## config.mk

```make
export PLATFORM = sky130hd
export DESIGN_NAME = sim_dmi_bridge
export DESIGN_NICKNAME = d
export VERILOG_FILES = /design/src/rtl/sim_dmi_bridge.sv
export SDC_FILE = /design/constraint.sdc
export NUM_CORES = 1
export LEC_CHECK = 0
export ABC_AREA = 1
export ABC_CLOCK_PERIOD_IN_PS = 4580
export CAP_MARGIN = 20
export CORE_MARGIN = 2
export CORE_UTILIZATION = 50
export CTS_CLUSTER_SIZE = 30
export DETAILED_ROUTE_END_ITERATION = 7
export PLACE_DENSITY = 0.75
export SLEW_MARGIN = 15
export SYNTH_ARGS = -nofsm -noshare
export SYNTH_HDL_FRONTEND = slang
export SYNTH_SLANG_ARGS = --single-unit
```

## constraint.sdc

```tcl
create_clock -name clk -period 4.58 [get_ports clk]
set_clock_uncertainty 0.15 [all_clocks]
set_input_delay 0.687 -clock clk [delete_from_list [all_inputs] [get_ports clk]]
set_output_delay 0.687 -clock clk [all_outputs]
set_load 0.005 [all_outputs]
```

## src/rtl/sim_dmi_bridge.sv

```systemverilog
// Host-to-DMI transport bridge: buffered requests, bounded outstanding count,
// response skid register, post-reset holdoff, response timeout and latched exit code.
module sim_dmi_bridge #(
  parameter int ADDR_BITS       = 7,
  parameter int DATA_BITS       = 32,
  parameter int REQ_DEPTH       = 4,
  parameter int MAX_OUTSTANDING = 1,
  parameter int RESET_HOLDOFF   = 1,
  parameter int TIMEOUT_CYCLES  = 1024
) (
  input  logic                 clk,
  input  logic                 reset,
  input  logic                 host_req_valid,
  output logic                 host_req_ready,
  input  logic [ADDR_BITS-1:0] host_req_addr,
  input  logic [1:0]           host_req_op,
  input  logic [DATA_BITS-1:0] host_req_data,
  output logic                 host_resp_valid,
  input  logic                 host_resp_ready,
  output logic [1:0]           host_resp_resp,
  output logic [DATA_BITS-1:0] host_resp_data,
  input  logic                 host_exit_valid,
  input  logic [31:0]          host_exit_code,
  output logic                 debug_req_valid,
  input  logic                 debug_req_ready,
  output logic [ADDR_BITS-1:0] debug_req_bits_addr,
  output logic [1:0]           debug_req_bits_op,
  output logic [DATA_BITS-1:0] debug_req_bits_data,
  input  logic                 debug_resp_valid,
  output logic                 debug_resp_ready,
  input  logic [1:0]           debug_resp_bits_resp,
  input  logic [DATA_BITS-1:0] debug_resp_bits_data,
  output logic [31:0]          exit,
  output logic                 timeout,
  output logic                 proto_err
);

  localparam int PTR_W  = $clog2(REQ_DEPTH);
  localparam int OUT_W  = $clog2(MAX_OUTSTANDING + 1);
  localparam int HOLD_W = $clog2(RESET_HOLDOFF + 1);
  localparam int TMR_W  = $clog2(TIMEOUT_CYCLES + 1);
  localparam int ENT_W  = ADDR_BITS + 2 + DATA_BITS;

  typedef enum logic [1:0] {ST_HOLDOFF, ST_RUN, ST_DONE} state_t;

  state_t               state_reg;
  logic [ENT_W-1:0]     fifo_mem [REQ_DEPTH];
  logic [PTR_W:0]       wr_ptr_reg, rd_ptr_reg;
  logic [OUT_W-1:0]     outstanding_reg;
  logic [HOLD_W-1:0]    holdoff_reg;
  logic [TMR_W-1:0]     timer_reg;
  logic                 skid_full_reg;
  logic [1:0]           skid_resp_reg;
  logic [DATA_BITS-1:0] skid_data_reg;
  logic [31:0]          exit_reg, exit_next;
  logic                 timeout_reg, proto_err_reg;

  logic fifo_empty, fifo_full, running, active, can_issue;
  logic req_push, req_pop, resp_fire, host_resp_fire, timer_hit, host_exit_take;
  logic [ENT_W-1:0] fifo_head;

  assign fifo_empty = (wr_ptr_reg == rd_ptr_reg);
  assign fifo_full  = (wr_ptr_reg[PTR_W] != rd_ptr_reg[PTR_W]) &&
                      (wr_ptr_reg[PTR_W-1:0] == rd_ptr_reg[PTR_W-1:0]);
  assign running    = !reset && (state_reg == ST_RUN);
  assign active     = !reset && (state_reg != ST_HOLDOFF);
  assign can_issue  = (outstanding_reg < OUT_W'(MAX_OUTSTANDING));
  assign fifo_head  = fifo_mem[rd_ptr_reg[PTR_W-1:0]];

  assign host_req_ready   = running && !fifo_full;
  assign debug_req_valid  = running && !fifo_empty && can_issue;
  assign debug_resp_ready = active && (!skid_full_reg || host_resp_ready);
  assign host_resp_valid  = active && skid_full_reg;

  // Data outputs are forced to zero during reset so nothing stale leaks out.
  assign debug_req_bits_addr = reset ? '0 : fifo_head[ENT_W-1 -: ADDR_BITS];
  assign debug_req_bits_op   = reset ? '0 : fifo_head[DATA_BITS +: 2];
  assign debug_req_bits_data = reset ? '0 : fifo_head[DATA_BITS-1:0];
  assign host_resp_resp      = reset ? '0 : skid_resp_reg;
  assign host_resp_data      = reset ? '0 : skid_data_reg;
  assign exit                = reset ? '0 : exit_reg;
  assign timeout             = !reset && timeout_reg;
  assign proto_err           = !reset && proto_err_reg;

  assign req_push       = host_req_valid && host_req_ready;
  assign req_pop        = debug_req_valid && debug_req_ready;
  assign resp_fire      = debug_resp_valid && debug_resp_ready;
  assign host_resp_fire = host_resp_valid && host_resp_ready;
  assign timer_hit      = (outstanding_reg != '0) && !resp_fire &&
                          (timer_reg == TMR_W'(TIMEOUT_CYCLES - 1));
  assign host_exit_take = host_exit_valid && (host_exit_code != 32'h0) &&
                          (exit_reg == 32'h0) && (state_reg != ST_DONE);

  // Host exit takes priority over a timeout firing in the same cycle.
  always_comb begin
    exit_next = exit_reg;
    if (host_exit_take)
      exit_next = host_exit_code;
    else if (timer_hit && exit_reg == 32'h0)
      exit_next = 32'h3;
  end

  always_ff @(posedge clk) begin
    if (req_push)
      fifo_mem[wr_ptr_reg[PTR_W-1:0]] <= {host_req_addr, host_req_op, host_req_data};
  end

  always_ff @(posedge clk) begin
    if (reset) begin
      state_reg       <= ST_HOLDOFF;
      holdoff_reg     <= HOLD_W'(RESET_HOLDOFF);
      wr_ptr_reg      <= '0;
      rd_ptr_reg      <= '0;
      outstanding_reg <= '0;
      timer_reg       <= '0;
      skid_full_reg   <= 1'b0;
      skid_resp_reg   <= '0;
      skid_data_reg   <= '0;
      exit_reg        <= '0;
      timeout_reg     <= 1'b0;
      proto_err_reg   <= 1'b0;
    end else begin
      case (state_reg)
        ST_HOLDOFF: begin
          if (holdoff_reg != '0)
            holdoff_reg <= holdoff_reg - 1'b1;
          if (holdoff_reg <= HOLD_W'(1))
            state_reg <= (exit_next != 32'h0) ? ST_DONE : ST_RUN;
        end
        ST_RUN:  if (exit_next != 32'h0) state_reg <= ST_DONE;
        ST_DONE: state_reg <= ST_DONE;
        default: state_reg <= ST_HOLDOFF;
      endcase

      if (req_push) wr_ptr_reg <= wr_ptr_reg + 1'b1;
      if (req_pop)  rd_ptr_reg <= rd_ptr_reg + 1'b1;

      case ({req_pop, resp_fire})
        2'b10:   outstanding_reg <= outstanding_reg + 1'b1;
        2'b01:   if (outstanding_reg != '0) outstanding_reg <= outstanding_reg - 1'b1;
        default: outstanding_reg <= outstanding_reg;
      endcase
      if (resp_fire && outstanding_reg == '0)
        proto_err_reg <= 1'b1;

      if (resp_fire) begin
        skid_full_reg <= 1'b1;
        skid_resp_reg <= debug_resp_bits_resp;
        skid_data_reg <= debug_resp_bits_data;
      end else if (host_resp_fire) begin
        skid_full_reg <= 1'b0;
      end

      // Timer saturates so the timeout fires exactly once per stall.
      if (resp_fire || outstanding_reg == '0)
        timer_reg <= '0;
      else if (timer_reg != TMR_W'(TIMEOUT_CYCLES))
        timer_reg <= timer_reg + 1'b1;
      if (timer_hit)
        timeout_reg <= 1'b1;

      exit_reg <= exit_next;
    end
  end

endmodule
```

==> impl_metrics.env <==
export IMPL_max_slew_margin_rel_pct=40.7
export IMPL_p_int_mw=4.41
export IMPL_htreeDepth=1
export IMPL_ys_warn_count=0
export IMPL_ioPinCount=227
export IMPL_min_path_type="reg -> reg"
export IMPL_p_clk_share_pct=29.2
export IMPL_syn_to_final_growth_pct=30.2
export IMPL_status="completed"
export IMPL_p_leak_nw=5.33
export IMPL_synth_edf_count=164
export IMPL_hold_viol_final=0
export IMPL_finalPower_mw=6.53
export IMPL_post_cts_buffers=0
export IMPL_drc=0
export IMPL_via_per_inst=5.08
export IMPL_setup_ws_ns=0.966
export IMPL_clock_latency_ns=0.52
export IMPL_vias=8638
export IMPL_p_seq_share_pct=41.3
export IMPL_drtPass1Iterations=5
export IMPL_synthTopCellsByArea="edfxtp_1 45%, dfxtp_1 17%, nor2_1 12%"
export IMPL_die_y_microns=151
export IMPL_die_area_sq_mm=0.0229
export IMPL_crit_type="reg -> out"
export IMPL_largest_reg_flops=164
export IMPL_synth_area_sq_mm=0.0109
export IMPL_end_kind="output port"
export IMPL_synth_xor_area_share_pct=0.322
export IMPL_layout_drive_gt1_share_pct=4.63
export IMPL_cts_resized=0
export IMPL_pwr_density_cell_mw_per_mm2=461
export IMPL_avgSynthCellArea_sq_um=9.06
export IMPL_hpwl_microns=16900
export IMPL_fmax_ghz=0.277
export IMPL_cap_violations=0
export IMPL_drv_slew=0
export IMPL_start_util_pct=51.4
export IMPL_num_rows=53
export IMPL_track_usage_pct=23.0
export IMPL_worst_slew_pin_slew_ns=0.890
export IMPL_setup_tns_ns=0
export IMPL_p_comb_share_pct=29.5
export IMPL_gp_congestion=0.840
export IMPL_clk_pin_slew_ns=0.06
export IMPL_startpoint_type="flip-flop"
export IMPL_fin_util_pct=66.9
export IMPL_wl_per_cell_microns=15.5
export IMPL_synth_top_cell_area_share_pct=45.3
export IMPL_ir_drop_mv=0.399
export IMPL_fin_crit_ns=3.61
export IMPL_synth_top_family_by_area="simple AND/OR/NAND/NOR gates"
export IMPL_grt_pass1_wl_microns=41600
export IMPL_netlist_instances=1199
export IMPL_synthSimpleGateAreaFrac_pct=18.6
export IMPL_muxShareOfSynthArea_pct=0
export IMPL_die_x_microns=151
export IMPL_numCtsBuffers=27
export IMPL_numPortBuffers=226
export IMPL_cp_max_fo=82
export IMPL_grt_max_degree=83
export IMPL_switching_share_pct=32.5
export IMPL_core_area_sq_mm=0.0212
export IMPL_yosys_area_top_type="edfxtp_1"
export IMPL_cp_arrival_ns=2.78
export IMPL_clockBufferDepth=3
export IMPL_ant_nets=0
export IMPL_syn_nets=1325
export IMPL_drt_initial_drc_count=541
export IMPL_routed_wl_microns=26400
export IMPL_synthFlopType="edfxtp_1"
export IMPL_switching_power_mw=2.12
export IMPL_grt_overflow=0
export IMPL_synth_compound_area_share_pct=10.8
export IMPL_ys_seq_area_share_pct=62.1
export IMPL_synth_seq_cells=255
export IMPL_grt_pass1_vias=8417
export IMPL_rsz0062_at_grt="false"
export IMPL_cts_num_sinks=255
export IMPL_final_setup_viol_count=0
export IMPL_final_net_count=1531
export IMPL_ys_types=31
export IMPL_fin_crit_sh_pct=78.9
export IMPL_synthArstFlopShare_pct=0
export IMPL_cts_hold_buf=0
export IMPL_antenna_found_initial=2
export IMPL_synthAdderAreaFrac_pct=1.38
export IMPL_cts_root_buf="clkbuf_16"
export IMPL_cts_tree="yes"
export IMPL_crit_required_ns=3.74
export IMPL_place_ws_ns=1.27
-- worst max-delay path: stages, from the launching register on --
cell and delay, ns:
dfxtp_2 0.33, buf_4 0.68, nor2_1 0.12, nor2_1 0.11, o21ai_0 0.08, a21oi_1 0.34
clkdlybuf4s50_1 0.57
-- power groups by stage --
| stage | combinational, mW | sequential, mW | clock (mW) |
|---|---|---|---|
| after floorplan | 1.35 | 2.72 | 0 |
| after global placement | 1.89 | 2.74 | 0 |
| after detailed placement | 1.91 | 2.74 | 0 |
| after CTS | 1.92 | 2.69 | 1.94 |
| after global routing | 2.18 | 2.71 | 2.03 |
| final | 1.93 | 2.69 | 1.90 |
-- Yosys cell counts, drive strengths merged (2+ instances only) --
cell type	n
nor3b	3
a21oi	96
edfxtp	164
clkbuf	56
xor2	3
nand2	124
dfxtp	91
nor2	337
and2	2
nand4	26
ha	12
o21ai	132
nor3	3
buf	8
nand3	8
inv	129
-- kinds of logic after synthesis --
kind of cell,count (synthesis)
compound gates,230
xor+xnor,4
fa+ha+maj,12
buf+inv,194
flops,255
simple gates,504
-- final timing paths --
kind | cells past startpoint | to | from | slack, ns
setup / recovery | 6 | debug_req_bits_data[0] | flip-flop | 0.97
hold / removal | 2 | skid_data_reg[29]$_SDFFE_PP0P_ | skid_data_reg[29]$_SDFFE_PP0P_ | 0.30
setup reg to reg | 16 | state_reg[1]$_SDFFE_PP0P_ | exit_reg[28]$_SDFF_PP0_ | 1.43
hold reg to reg | 2 | skid_data_reg[29]$_SDFFE_PP0P_ | skid_data_reg[29]$_SDFFE_PP0P_ | 0.30
-- per-stage QoR --
stage	area, sq um	instances	hold WS (ns)
after floorplan	10900	1199	0.280
after detailed placement	13400	1651	0.292
final	14100	1700	0.300
after CTS	14100	1699	0.302
after global routing	14100	1700	0.314
after global placement	13400	1651	0.288
-- layout by cell type (no fill, tap or decap), types with 2 or more instances in the layout --
cell	instances
buf_12	2
o21ai_0	126
clkbuf_1	7
edfxtp_1	164
nor3b_1	3
nor2_1	330
nand3_1	7
buf_4	14
nor3_1	3
xor2_1	3
o21ai_1	2
ha_1	12
dfxtp_1	89
dfxtp_2	2
clkbuf_16	27
nand4_1	26
inv_1	129
o21ai_2	4
nor2_2	2
nand2_1	123
clkinvlp_2	2
clkinv_1	7
clkdlybuf4s50_1	225
a21oi_1	96
clkinv_2	4
nor2_4	5
-- area by class of cell --
class	count	area [sq um]
diodes	1	2.50
clock buffers	34	702
clock inverters	14	65.1
fillers	1699	7000
inverters	130	488
multi-input cells	750	3400
flip-flops and latches	255	6750
well taps	275	344
repair buffers	241	2400
-- routing by layer --
metal | track usage (%) | part of all wire, % | wire, microns
met4 | 7.48 | 2.9 | 777
met2 | 40.7 | 50 | 13200
met3 | 3.83 | 5.0 | 1310
met1 | 28.8 | 42 | 11100
met5 | 0 | 0.049 | 13
(Power assumes the default switching activity.)
